`src/rtl/seven_seg_scan_ctrl_if.sv`:
```
// Digit-pair update channel between a producer and the scan controller.
// The producer offers a new pair with upd_valid. The controller raises
// upd_ready only on the last cycle of a frame.
interface seven_seg_scan_ctrl_if;
  logic       upd_valid;
  logic [3:0] upd_d0;
  logic [3:0] upd_d1;
  logic       upd_ready;

  modport master (
    output upd_valid,
    output upd_d0,
    output upd_d1,
    input  upd_ready
  );

  modport slave (
    input  upd_valid,
    input  upd_d0,
    input  upd_d1,
    output upd_ready
  );
endinterface

```
`src/rtl/seven_seg_scan_ctrl.sv`:
```
// Dual-digit common-anode 7-segment scan controller.
// One BCD decoder is shared between two digits by time-multiplexing:
// BLANK0 -> SHOW0 -> BLANK1 -> SHOW1. Blank slots keep both anodes off,
// which prevents ghosting when the decoder input changes.
// A new digit pair is taken only at the frame boundary, so a frame never
// shows digits from two different pairs.
module seven_seg_scan_ctrl #(
  parameter int DEAD = 2,
  parameter int SHOW = 4
) (
  input  logic                      clk,
  input  logic                      reset_n,
  input  logic                      en,
  seven_seg_scan_ctrl_if.slave      upd,
  output logic [3:0]                dec_s,
  output logic [1:0]                an_n,
  output logic                      frame_tick
);

  localparam int MAXN = (DEAD > SHOW) ? DEAD : SHOW;
  localparam int CW   = $clog2(MAXN + 1);

  localparam logic [CW-1:0] DEAD_LAST = CW'(DEAD - 1);
  localparam logic [CW-1:0] SHOW_LAST = CW'(SHOW - 1);
  localparam logic [3:0]    BLANK_CODE = 4'hF;

  typedef enum logic [1:0] {
    BLANK0 = 2'd0,
    SHOW0  = 2'd1,
    BLANK1 = 2'd2,
    SHOW1  = 2'd3
  } state_t;

  state_t        state_r, state_nxt_s;
  logic [CW-1:0] cnt_r, cnt_nxt_s;
  logic [3:0]    h0_r, h1_r, h0_nxt_s, h1_nxt_s;
  logic [1:0]    an_n_r, an_n_nxt_s;
  logic [3:0]    dec_r, dec_nxt_s;
  logic          ready_pre_r, ready_pre_nxt_s;
  logic          slot_last_s;

  // Last cycle of the current slot. Blank slots last DEAD cycles and
  // display slots last SHOW cycles.
  function automatic logic slot_is_last(input state_t st, input logic [CW-1:0] c);
    logic r;
    case (st)
      BLANK0, BLANK1: r = (c == DEAD_LAST);
      SHOW0, SHOW1:   r = (c == SHOW_LAST);
      default:        r = 1'b1;
    endcase
    return r;
  endfunction

  // Slot-end detection for the current state.
  always_comb begin
    slot_last_s = slot_is_last(state_r, cnt_r);
  end

  // Next-state, slot counter and held-digit capture. Dropping en parks
  // the scan at the start of BLANK0, so re-enabling always begins with a
  // full blank slot.
  always_comb begin
    state_nxt_s = state_r;
    cnt_nxt_s   = cnt_r;
    h0_nxt_s    = h0_r;
    h1_nxt_s    = h1_r;
    if (!en) begin
      state_nxt_s = BLANK0;
      cnt_nxt_s   = {CW{1'b0}};
    end else if (slot_last_s) begin
      cnt_nxt_s = {CW{1'b0}};
      case (state_r)
        BLANK0: state_nxt_s = SHOW0;
        SHOW0:  state_nxt_s = BLANK1;
        BLANK1: state_nxt_s = SHOW1;
        SHOW1: begin
          state_nxt_s = BLANK0;
          if (upd.upd_valid) begin
            h0_nxt_s = upd.upd_d0;
            h1_nxt_s = upd.upd_d1;
          end else begin
            h0_nxt_s = h0_r;
            h1_nxt_s = h1_r;
          end
        end
        default: state_nxt_s = BLANK0;
      endcase
    end else begin
      cnt_nxt_s = cnt_r + CW'(1);
    end
  end

  // Decode the registered outputs from the next state. The visible
  // outputs then follow state, cnt, h0 and h1 exactly, and they come
  // straight from flops.
  always_comb begin
    an_n_nxt_s      = 2'b11;
    dec_nxt_s       = BLANK_CODE;
    ready_pre_nxt_s = 1'b0;
    case (state_nxt_s)
      BLANK0, BLANK1: begin
        an_n_nxt_s = 2'b11;
        dec_nxt_s  = BLANK_CODE;
      end
      SHOW0: begin
        an_n_nxt_s = 2'b10;
        dec_nxt_s  = h0_nxt_s;
      end
      SHOW1: begin
        an_n_nxt_s = 2'b01;
        dec_nxt_s  = h1_nxt_s;
      end
      default: begin
        an_n_nxt_s = 2'b11;
        dec_nxt_s  = BLANK_CODE;
      end
    endcase
    if ((state_nxt_s == SHOW1) && (cnt_nxt_s == SHOW_LAST)) begin
      ready_pre_nxt_s = 1'b1;
    end else begin
      ready_pre_nxt_s = 1'b0;
    end
  end

  // State register. Reset parks the scan at the start of BLANK0.
  always_ff @(posedge clk or negedge reset_n) begin
    if (!reset_n) begin
      state_r <= BLANK0;
      cnt_r   <= {CW{1'b0}};
    end else begin
      state_r <= state_nxt_s;
      cnt_r   <= cnt_nxt_s;
    end
  end

  // Held digits and output flops. The digits reset to the blank code.
  always_ff @(posedge clk or negedge reset_n) begin
    if (!reset_n) begin
      h0_r        <= BLANK_CODE;
      h1_r        <= BLANK_CODE;
      an_n_r      <= 2'b11;
      dec_r       <= BLANK_CODE;
      ready_pre_r <= 1'b0;
    end else begin
      h0_r        <= h0_nxt_s;
      h1_r        <= h1_nxt_s;
      an_n_r      <= an_n_nxt_s;
      dec_r       <= dec_nxt_s;
      ready_pre_r <= ready_pre_nxt_s;
    end
  end

  // The frame boundary is only offered while scanning is enabled. If en
  // falls on that cycle, the handshake is withdrawn immediately.
  assign upd.upd_ready = en & ready_pre_r;
  assign frame_tick    = en & ready_pre_r;
  assign an_n          = an_n_r;
  assign dec_s         = dec_r;

endmodule

```
`src/flat_wrapper.sv`:
```
// flat-port wrapper written by rule: the top's interface ports become plain ports
module seven_seg_scan_ctrl_flat 
#(
  parameter int DEAD = 2,
  parameter int SHOW = 4
)
  (clk, reset_n, en, dec_s, an_n, frame_tick, upd_upd_valid, upd_upd_d0, upd_upd_d1, upd_upd_ready);
  seven_seg_scan_ctrl_if upd_i ();
  input  logic clk;
  input  logic reset_n;
  input  logic en;
  output logic [3:0] dec_s;
  output logic [1:0] an_n;
  output logic frame_tick;
  input wire logic [$bits(upd_i.upd_valid)-1:0] upd_upd_valid;
  input wire logic [$bits(upd_i.upd_d0)-1:0] upd_upd_d0;
  input wire logic [$bits(upd_i.upd_d1)-1:0] upd_upd_d1;
  output wire logic [$bits(upd_i.upd_ready)-1:0] upd_upd_ready;
  assign upd_i.upd_valid = upd_upd_valid;
  assign upd_i.upd_d0 = upd_upd_d0;
  assign upd_i.upd_d1 = upd_upd_d1;
  assign upd_upd_ready = upd_i.upd_ready;
  seven_seg_scan_ctrl #(.DEAD(DEAD), .SHOW(SHOW)) u_core (.clk(clk), .reset_n(reset_n), .en(en), .upd(upd_i), .dec_s(dec_s), .an_n(an_n), .frame_tick(frame_tick));
endmodule
```
`config.mk`:
```
export PLATFORM = sky130hd
export DESIGN_NAME = seven_seg_scan_ctrl_flat
export DESIGN_NICKNAME = d
export VERILOG_FILES = /design/src/rtl/seven_seg_scan_ctrl_if.sv /design/src/rtl/seven_seg_scan_ctrl.sv /design/src/flat_wrapper.sv
export SDC_FILE = /design/constraint.sdc
export NUM_CORES = 1
export LEC_CHECK = 0
export BUFFER_PORTS_ARGS = -buffer_cell sky130_fd_sc_hd__buf_2
export CAP_MARGIN = 25
export CORE_UTILIZATION = 51
export DETAILED_ROUTE_END_ITERATION = 8
export PLACE_DENSITY = 0.84
export SYNTH_ARGS = -nofsm -noshare
export SYNTH_HDL_FRONTEND = slang
export SYNTH_SLANG_ARGS = --single-unit
export TNS_END_PERCENT = 50
```
`constraint.sdc`:
```
create_clock -name clk -period 2.3 [get_ports clk]
set_input_delay 0.46 -clock clk [delete_from_list [all_inputs] [get_ports clk]]
set_output_delay 0.46 -clock clk [all_outputs]
set_load 0.1 [all_outputs]
```
==> results.cfg, run 1 <==
[critical_path]
arrival_ns = 2.13
cp_data_required_time_ns = 2.52
reg2reg_slack_ns = 0.39
cpPeakStageDelay_ns = 0.42
slowest_stage = dfrtp_1
r2r_cells = 5
worstSetupPathType = reg -> reg
crit_fanout = 5
crit_chain = inv_1 -> ha_1 -> nor4_1 -> nor2_1 -> o32a_2
r2r_end = u_core.dec_s[2]
startpoint_type = register
cpLargestDelayFamily = simple AND/OR/NAND/NOR gates
worst-path-buf-inv = 1
timing.rr.start = u_core.state_r[0]
critPathCaptureType = register

[global_routing]
grt_usage_pct = 16.71
grt_overflow = 0
first_global_vias = 547
antenna_found_initial = 0
grt_pass1_wl_mm = 2.421
grt_max_degree = 21

[timing]
fin_tns_setup_ns = 0
setup_ws_ns = 0.3901
finalClockSkew_ns = 0.01218
finalCritPeriodShare_pct = 83.04
drv_slew = 0
finalHoldViolations = 0
finalCriticalPeriod_ns = 1.910
rsz0062_at_grt = no
slew_headroom_pct = 66.92
setup_viol_count_final = 0
worst_pin_slew_ns = 0.4928
fmax_mhz = 523.6

[synthesis]
synth_top_cell_area_share_pct = 39.68
synth_common_cells = 14 x dfstp_2, 6 x dfrtp_1, 6 x inv_1
synthTopCellsByArea = dfstp_2 40%, dfrtp_1 16%, mux2_4 6.5%
async_flop_share_pct = 100.0
yosysWarningCount = 0
synth_fp_nets = 84
synth_cell_types = 28
synth.most_common_cell = dfstp_2
synth-edff-count = 0
ys.flop_type = dfstp_2
synth_cells = 68
synth_seq_cells = 20
synth_area_um2 = 927.1
synth_top_cell_by_area = dfstp_2
synth.avg_cell_area_um2 = 13.63
seq_area_frac_synth_pct = 55.87

[floorplanning]
rows = 15
num_io_pins = 20
die_y_um = 44.64
core_um2 = 1708
die_w_um = 44.64
dieArea_um2 = 1992
start_util_pct = 54.29

[power_and_ir_drop]
power.density_nw_per_um2 = 847.8
leakage_nw = 0.5018
ir_drop_mv = 0.4214

[place]
place.port_buffers = 19
hpwl_mm = 1.075
post-place-ws_ns = 0.3803
gp_congestion = 0.7958

[drt]
routedWlPerCell_um = 12.89
routed_wirelength_mm = 1.469
drc = 0
antenna_left = 0
drt_iter0_markers = 17
via_count = 579
viasPerCell = 5.079
dr.pass1.iters = 4

[clocking]
clock_latency_ns = 0.29
clock-sinks = 20
postCtsHoldBufs = 0
cts_tree = built
post_cts_resize_count = 0
cts.path.max_buffers = 2
postCtsSetupBuffers = 0
ctsRootBufferMaster = clkbuf_4
numCtsBuffers = 3
clkTransAtPathRegs_ns = 0.12
htreeDepth = 1

[final_layout]
antenna_cells = 0
area_delta_synth_final_pct = 17.95
drive_gt1_share_pct = 58.43
nNetsFinal = 106
fill_cells = 140

[min_path]
hp-class = in -> async

[job]
max-cap-violations = 0

[outcome]
status = finished clean
placed cells by master, fill, tap and decap left out:
master and count:
mux2i_1 1, nand2b_4 1, o21ai_1 1, and3_1 1, nand3_1 2, and2_1 1, xor2_1 1, a311oi_1 2
ha_1 4, buf_2 19, o311a_1 1, nand2_1 1, o21a_1 1, xor2_2 1, inv_1 6, nor4_1 2
dfrtp_1 6, or2_2 1, mux2_2 4, o21ai_0 1, bufinv_16 1, nor3_4 1, clkbuf_4 3, mux2_4 4
o32a_1 1, o32a_2 3, dfstp_2 14, nor3_1 1, nor2_1 4
area by class of cell:
cell class | instances | area, µm² | share of cell area [%]
sequential | 20 | 518.0 | 47.37
multi-input combinational | 40 | 374.1 | 34.21
timing repair buffer | 19 | 95.09 | 8.696
tap | 25 | 31.28 | 2.860
clock inverter | 1 | 30.03 | 2.746
clock buffer | 3 | 22.52 | 2.059
inverter | 6 | 22.52 | 2.059
how the worst max path moves through the flow:
stage | start | endpoint | slack, ns | cells past startpoint
after global routing | u_core.state_r[0] | u_core.dec_s[2] | 0.28 | 5
after detailed placement | en | u_core.dec_s[3] | 0.38 | 5
final | u_core.state_r[0] | u_core.dec_s[2] | 0.39 | 5
after floorplan | en | upd_upd_ready | 0.20 | 2
after global placement | en | u_core.dec_s[3] | 0.40 | 5
after CTS | u_core.state_r[0] | u_core.dec_s[2] | 0.40 | 5
routing by layer:
metal  part of all wire, %  vias to the layer above  GRT usage, %
li1                      -                      281             -
met1                    47                      280         23.94
met2                    47                       16         25.88
met3                   4.7                        2         2.857
met4                  0.41                        0         5.455
met5                     0                        -             0
flip-flops by register name, summed over array words and instances (netlist names):
signal	flops
u_core.ready_pre_r	1
u_core.dec_s	4
u_core.state_r	2
u_core.h1_r	4
u_core.an_n	2
u_core.cnt_r	3
u_core.h0_r	4
metrics by stage:
step | total power, W | area, µm² | utilization (%) | hold slack (ns) | instances
detailed placement | 0.0006555 | 1041 | 60.95 | 0.4207 | 110
global placement | 0.0006504 | 1041 | 60.95 | 0.4177 | 110
floorplan | 0.0006116 | 927.1 | - | 0.1644 | 68
global route | 0.0009649 | 1094 | 64.03 | 0.1030 | 114
CTS | 0.0009344 | 1094 | 64.03 | 0.09192 | 114
finish | 0.0009271 | 1094 | 64.03 | 0.07934 | 114
worst register-to-register path, stage by stage (launching register included):
cell,delay (ns)
dfrtp_1,0.42
inv_1,0.12
ha_1,0.34
nor4_1,0.40
nor2_1,0.17
o32a_2,0.39
power breakdown:
part	switching [W]	total [W]	leakage, nW	internal (W)
logic	0.000181	0.000239	0.247	0.0000585
registers	0.0000151	0.000408	0.226	0.000393
clock network	0.000104	0.000279	0.0279	0.000176
logic make-up (layout without fill, tap and decap cells):
logic type / after synthesis / in the layout / share of synthesized area, %
and+or+nand+nor: 15 / 15 / 10.26
buffers and inverters: 8 / 29 / 3.778
muxes: 9 / 9 / 12.42
xor gates and xnor gates: 2 / 2 / 2.700
adders and majority gates: 4 / 4 / 5.398
DFF: 20 / 20 / 55.87
AOI/OAI and AO/OA: 10 / 10 / 9.581
(Power assumes the default switching activity.)
==> inputs of run 2 (changes only) <==
- ABC_AREA: unset -> 1
- CORE_UTILIZATION: 51 -> 52
- PLACE_DENSITY: 0.84 -> 0.85
- clock period: 2.3 -> 1.8 ns (I/O delays scaled with it)
==> run 2 against run 1 <==
Compared with the run above:
- synthesized area rose by 5.0%
- first-iteration DRC count down 12%
- fmax increased by 18%
- critical endpoint is now u_core.dec_s[1]
- utilization rose by 2.6 points
- critical path type unchanged
- highest routed layer unchanged
- clock power up 11%
==> results.cfg, run 2 <==
[outcome]
status = finished clean

[drt]
drc = 0
dr.pass1.iters = 4
via_count = 746
routedWlPerCell_um = 11.99
antenna_left = 0
routed_wirelength_mm = 1.798
drt_iter0_markers = 15
viasPerCell = 4.973

[critical_path]
crit_fanout = 9
startpoint_type = register
worstSetupPathType = reg -> reg
critPathCaptureType = register
arrival_ns = 1.88
cp_data_required_time_ns = 2.06

[synthesis]
seq_area_frac_synth_pct = 53.21
synth_fa_ha_area_share_pct = 5.141
synth.avg_cell_area_um2 = 9.543
async_flop_share_pct = 100.0
synth_compound_area_share_pct = 0
synth_top_cell_area_share_pct = 37.79
synth_simple_gate_area_share_pct = 36.12
ys.flop_type = dfstp_2
synth_seq_cells = 20
synth_fp_nets = 118
synth_common_cells = 23 x nand2_1, 14 x dfstp_2, 14 x nor2_1
synthTopCellsByArea = dfstp_2 38%, dfrtp_1 15%, nand2_1 8.9%
synth_top_cell_by_area = dfstp_2
synthXorXnorAreaFrac_pct = 0.8997
synth_cells = 102
synth_cell_types = 20
synth_top_family_by_area = simple AND/OR/NAND/NOR gates
muxShareOfSynthArea_pct = 0
synth_area_um2 = 973.4
yosysWarningCount = 0
synth-edff-count = 0
synth.most_common_cell = nand2_1

[timing]
slew_headroom_pct = 67.88
finalCriticalPeriod_ns = 1.622
worst_pin_slew_ns = 0.4851
setup_ws_ns = 0.1780
setup_viol_count_final = 0
fmax_mhz = 616.5
drv_slew = 0
fin_tns_setup_ns = 0
finalClockSkew_ns = 0.005126
finalCritPeriodShare_pct = 90.11
rsz0062_at_grt = no
finalHoldViolations = 0

[final_layout]
drive_gt1_share_pct = 46.40
area_delta_synth_final_pct = 19.41
final_common_cell = nand2_1
layout_common_cells = 23 x nand2_1, 19 x buf_2, 14 x nor2_1, 14 x dfstp_2, 11 x nand3_1
nNetsFinal = 142
antenna_cells = 0

[power_and_ir_drop]
ir_drop_mv = 0.6786
switching_share_pct = 35.98
intPower_w = 0.0007358
p_clk_share_pct = 27.1
pwr-share-seq_pct = 45.1
p_sw_w = 0.0004134
leakage_nw = 0.5711
power.density_nw_per_um2 = 988.6
power_frac_comb_pct = 27.8

[floorplanning]
die_w_um = 45.27
rows = 15
die_y_um = 45.27
start_util_pct = 55.77
core_um2 = 1745
num_io_pins = 20
dieArea_um2 = 2049

[clocking]
clkTransAtPathRegs_ns = 0.11
cts_tree = built
clock_latency_ns = 0.31
ctsRootBufferMaster = clkbuf_4
numCtsBuffers = 3
cts.path.max_buffers = 2
htreeDepth = 1
postCtsSetupBuffers = 0
clock-sinks = 20

[place]
place.port_buffers = 19
post-place-ws_ns = 0.1413
gp_congestion = 0.8507
hpwl_mm = 1.345

[global_routing]
grt_usage_pct = 20.34
grt_pass1_wl_mm = 2.849
grt_overflow = 0
grt_max_degree = 21
first_global_vias = 667
antenna_found_initial = 0

[min_path]
hp-class = in -> reg

[job]
max-cap-violations = 0
-- run 2: cell types whose count changed in the layout (fill, tap and decap cells not counted), sizes merged, moves of 3 or more --
cell and change:
inv +3, mux2 -8, nand2 +29, nand3 +11, nor2 +16, o32a -4
-- run 2: per-stage QoR --
stage	utilization (%)	cells	total power, W	cell area [µm²]	hold slack, ns
floorplan	-	102	0.0007801	973.4	0.06441
global placement	62.58	145	0.0008310	1092	0.3097
detailed placement	62.58	145	0.0008427	1092	0.3155
CTS	65.88	150	0.001158	1150	0.2661
global route	66.60	150	0.001193	1162	0.2871
finish	66.60	150	0.001149	1162	0.2745
-- run 2: worst max-delay path: stages (launching register included) --
cell        delay (ns)
dfrtp_1           0.47
ha_1              0.22
nand2_1           0.10
clkinvlp_4        0.22
nand4_4           0.22
nand2_1           0.07
nand2_1           0.10
nor2_1            0.07
nor2_1            0.10
-- run 2: final timing paths --
kind | startpoint | slack, ns | endpoint | depth (start not counted)
worst max-delay path | u_core.state_r[0] | 0.18 | u_core.dec_s[1] | 8
worst min-delay path | upd_upd_d1[0] | 0.27 | u_core.h1_r[0] | 3
worst max register to register | u_core.state_r[0] | 0.18 | u_core.dec_s[1] | 8
worst min register to register | u_core.h1_r[3] | 0.49 | u_core.h1_r[3] | 2
max in group asynchronous | reset_n | 0.97 | u_core.h1_r[2] | 2
min in group asynchronous | reset_n | 0.51 | u_core.ready_pre_r | 2
-- run 2: routing by layer --
layer / up-vias / wire [µm] / global-route usage (%)
met5: - / 0 / 0
met4: 0 / 54 / 12.12
met3: 6 / 58 / 3.600
met2: 23 / 876 / 31.59
met1: 351 / 808 / 26.41
li1: 366 / - / -
-- run 2: logic make-up after synthesis --
logic type | after synthesis
and+or+nand+nor | 66
DFF | 20
buffers and inverters | 11
adders and majority gates | 4
xor gates and xnor gates | 1
-- run 2: layout make-up --
cell class              instances  area [µm²]
flip-flops and latches         20       518.0
well taps                      25       31.28
fillers                       149       583.1
inverters                      10       41.29
multi-input cells              71       419.2
clock buffers                   4       47.55
repair buffers                 20       105.1
-- run 2: power by group through the flow --
stage | sequential [W] | clock (W) | combinational (W)
5_1_grt | 0.000523 | 0.000328 | 0.000342
3_3_place_gp | 0.000524 | 0 | 0.000307
6_report | 0.000518 | 0.000311 | 0.000320
3_5_place_dp | 0.000525 | 0 | 0.000317
4_1_cts | 0.000518 | 0.000321 | 0.000319
2_1_floorplan | 0.000673 | 0 | 0.000107
-- run 2: timing repair --
| item | in CTS | in global routing |
|---|---|---|
| gates resized for setup | 0 | 2 |
| endpoints found under the setup margin | 0 | 4 |
| endpoints found under the hold margin | 6 | 0 |
| hold buffers | 1 | 0 |
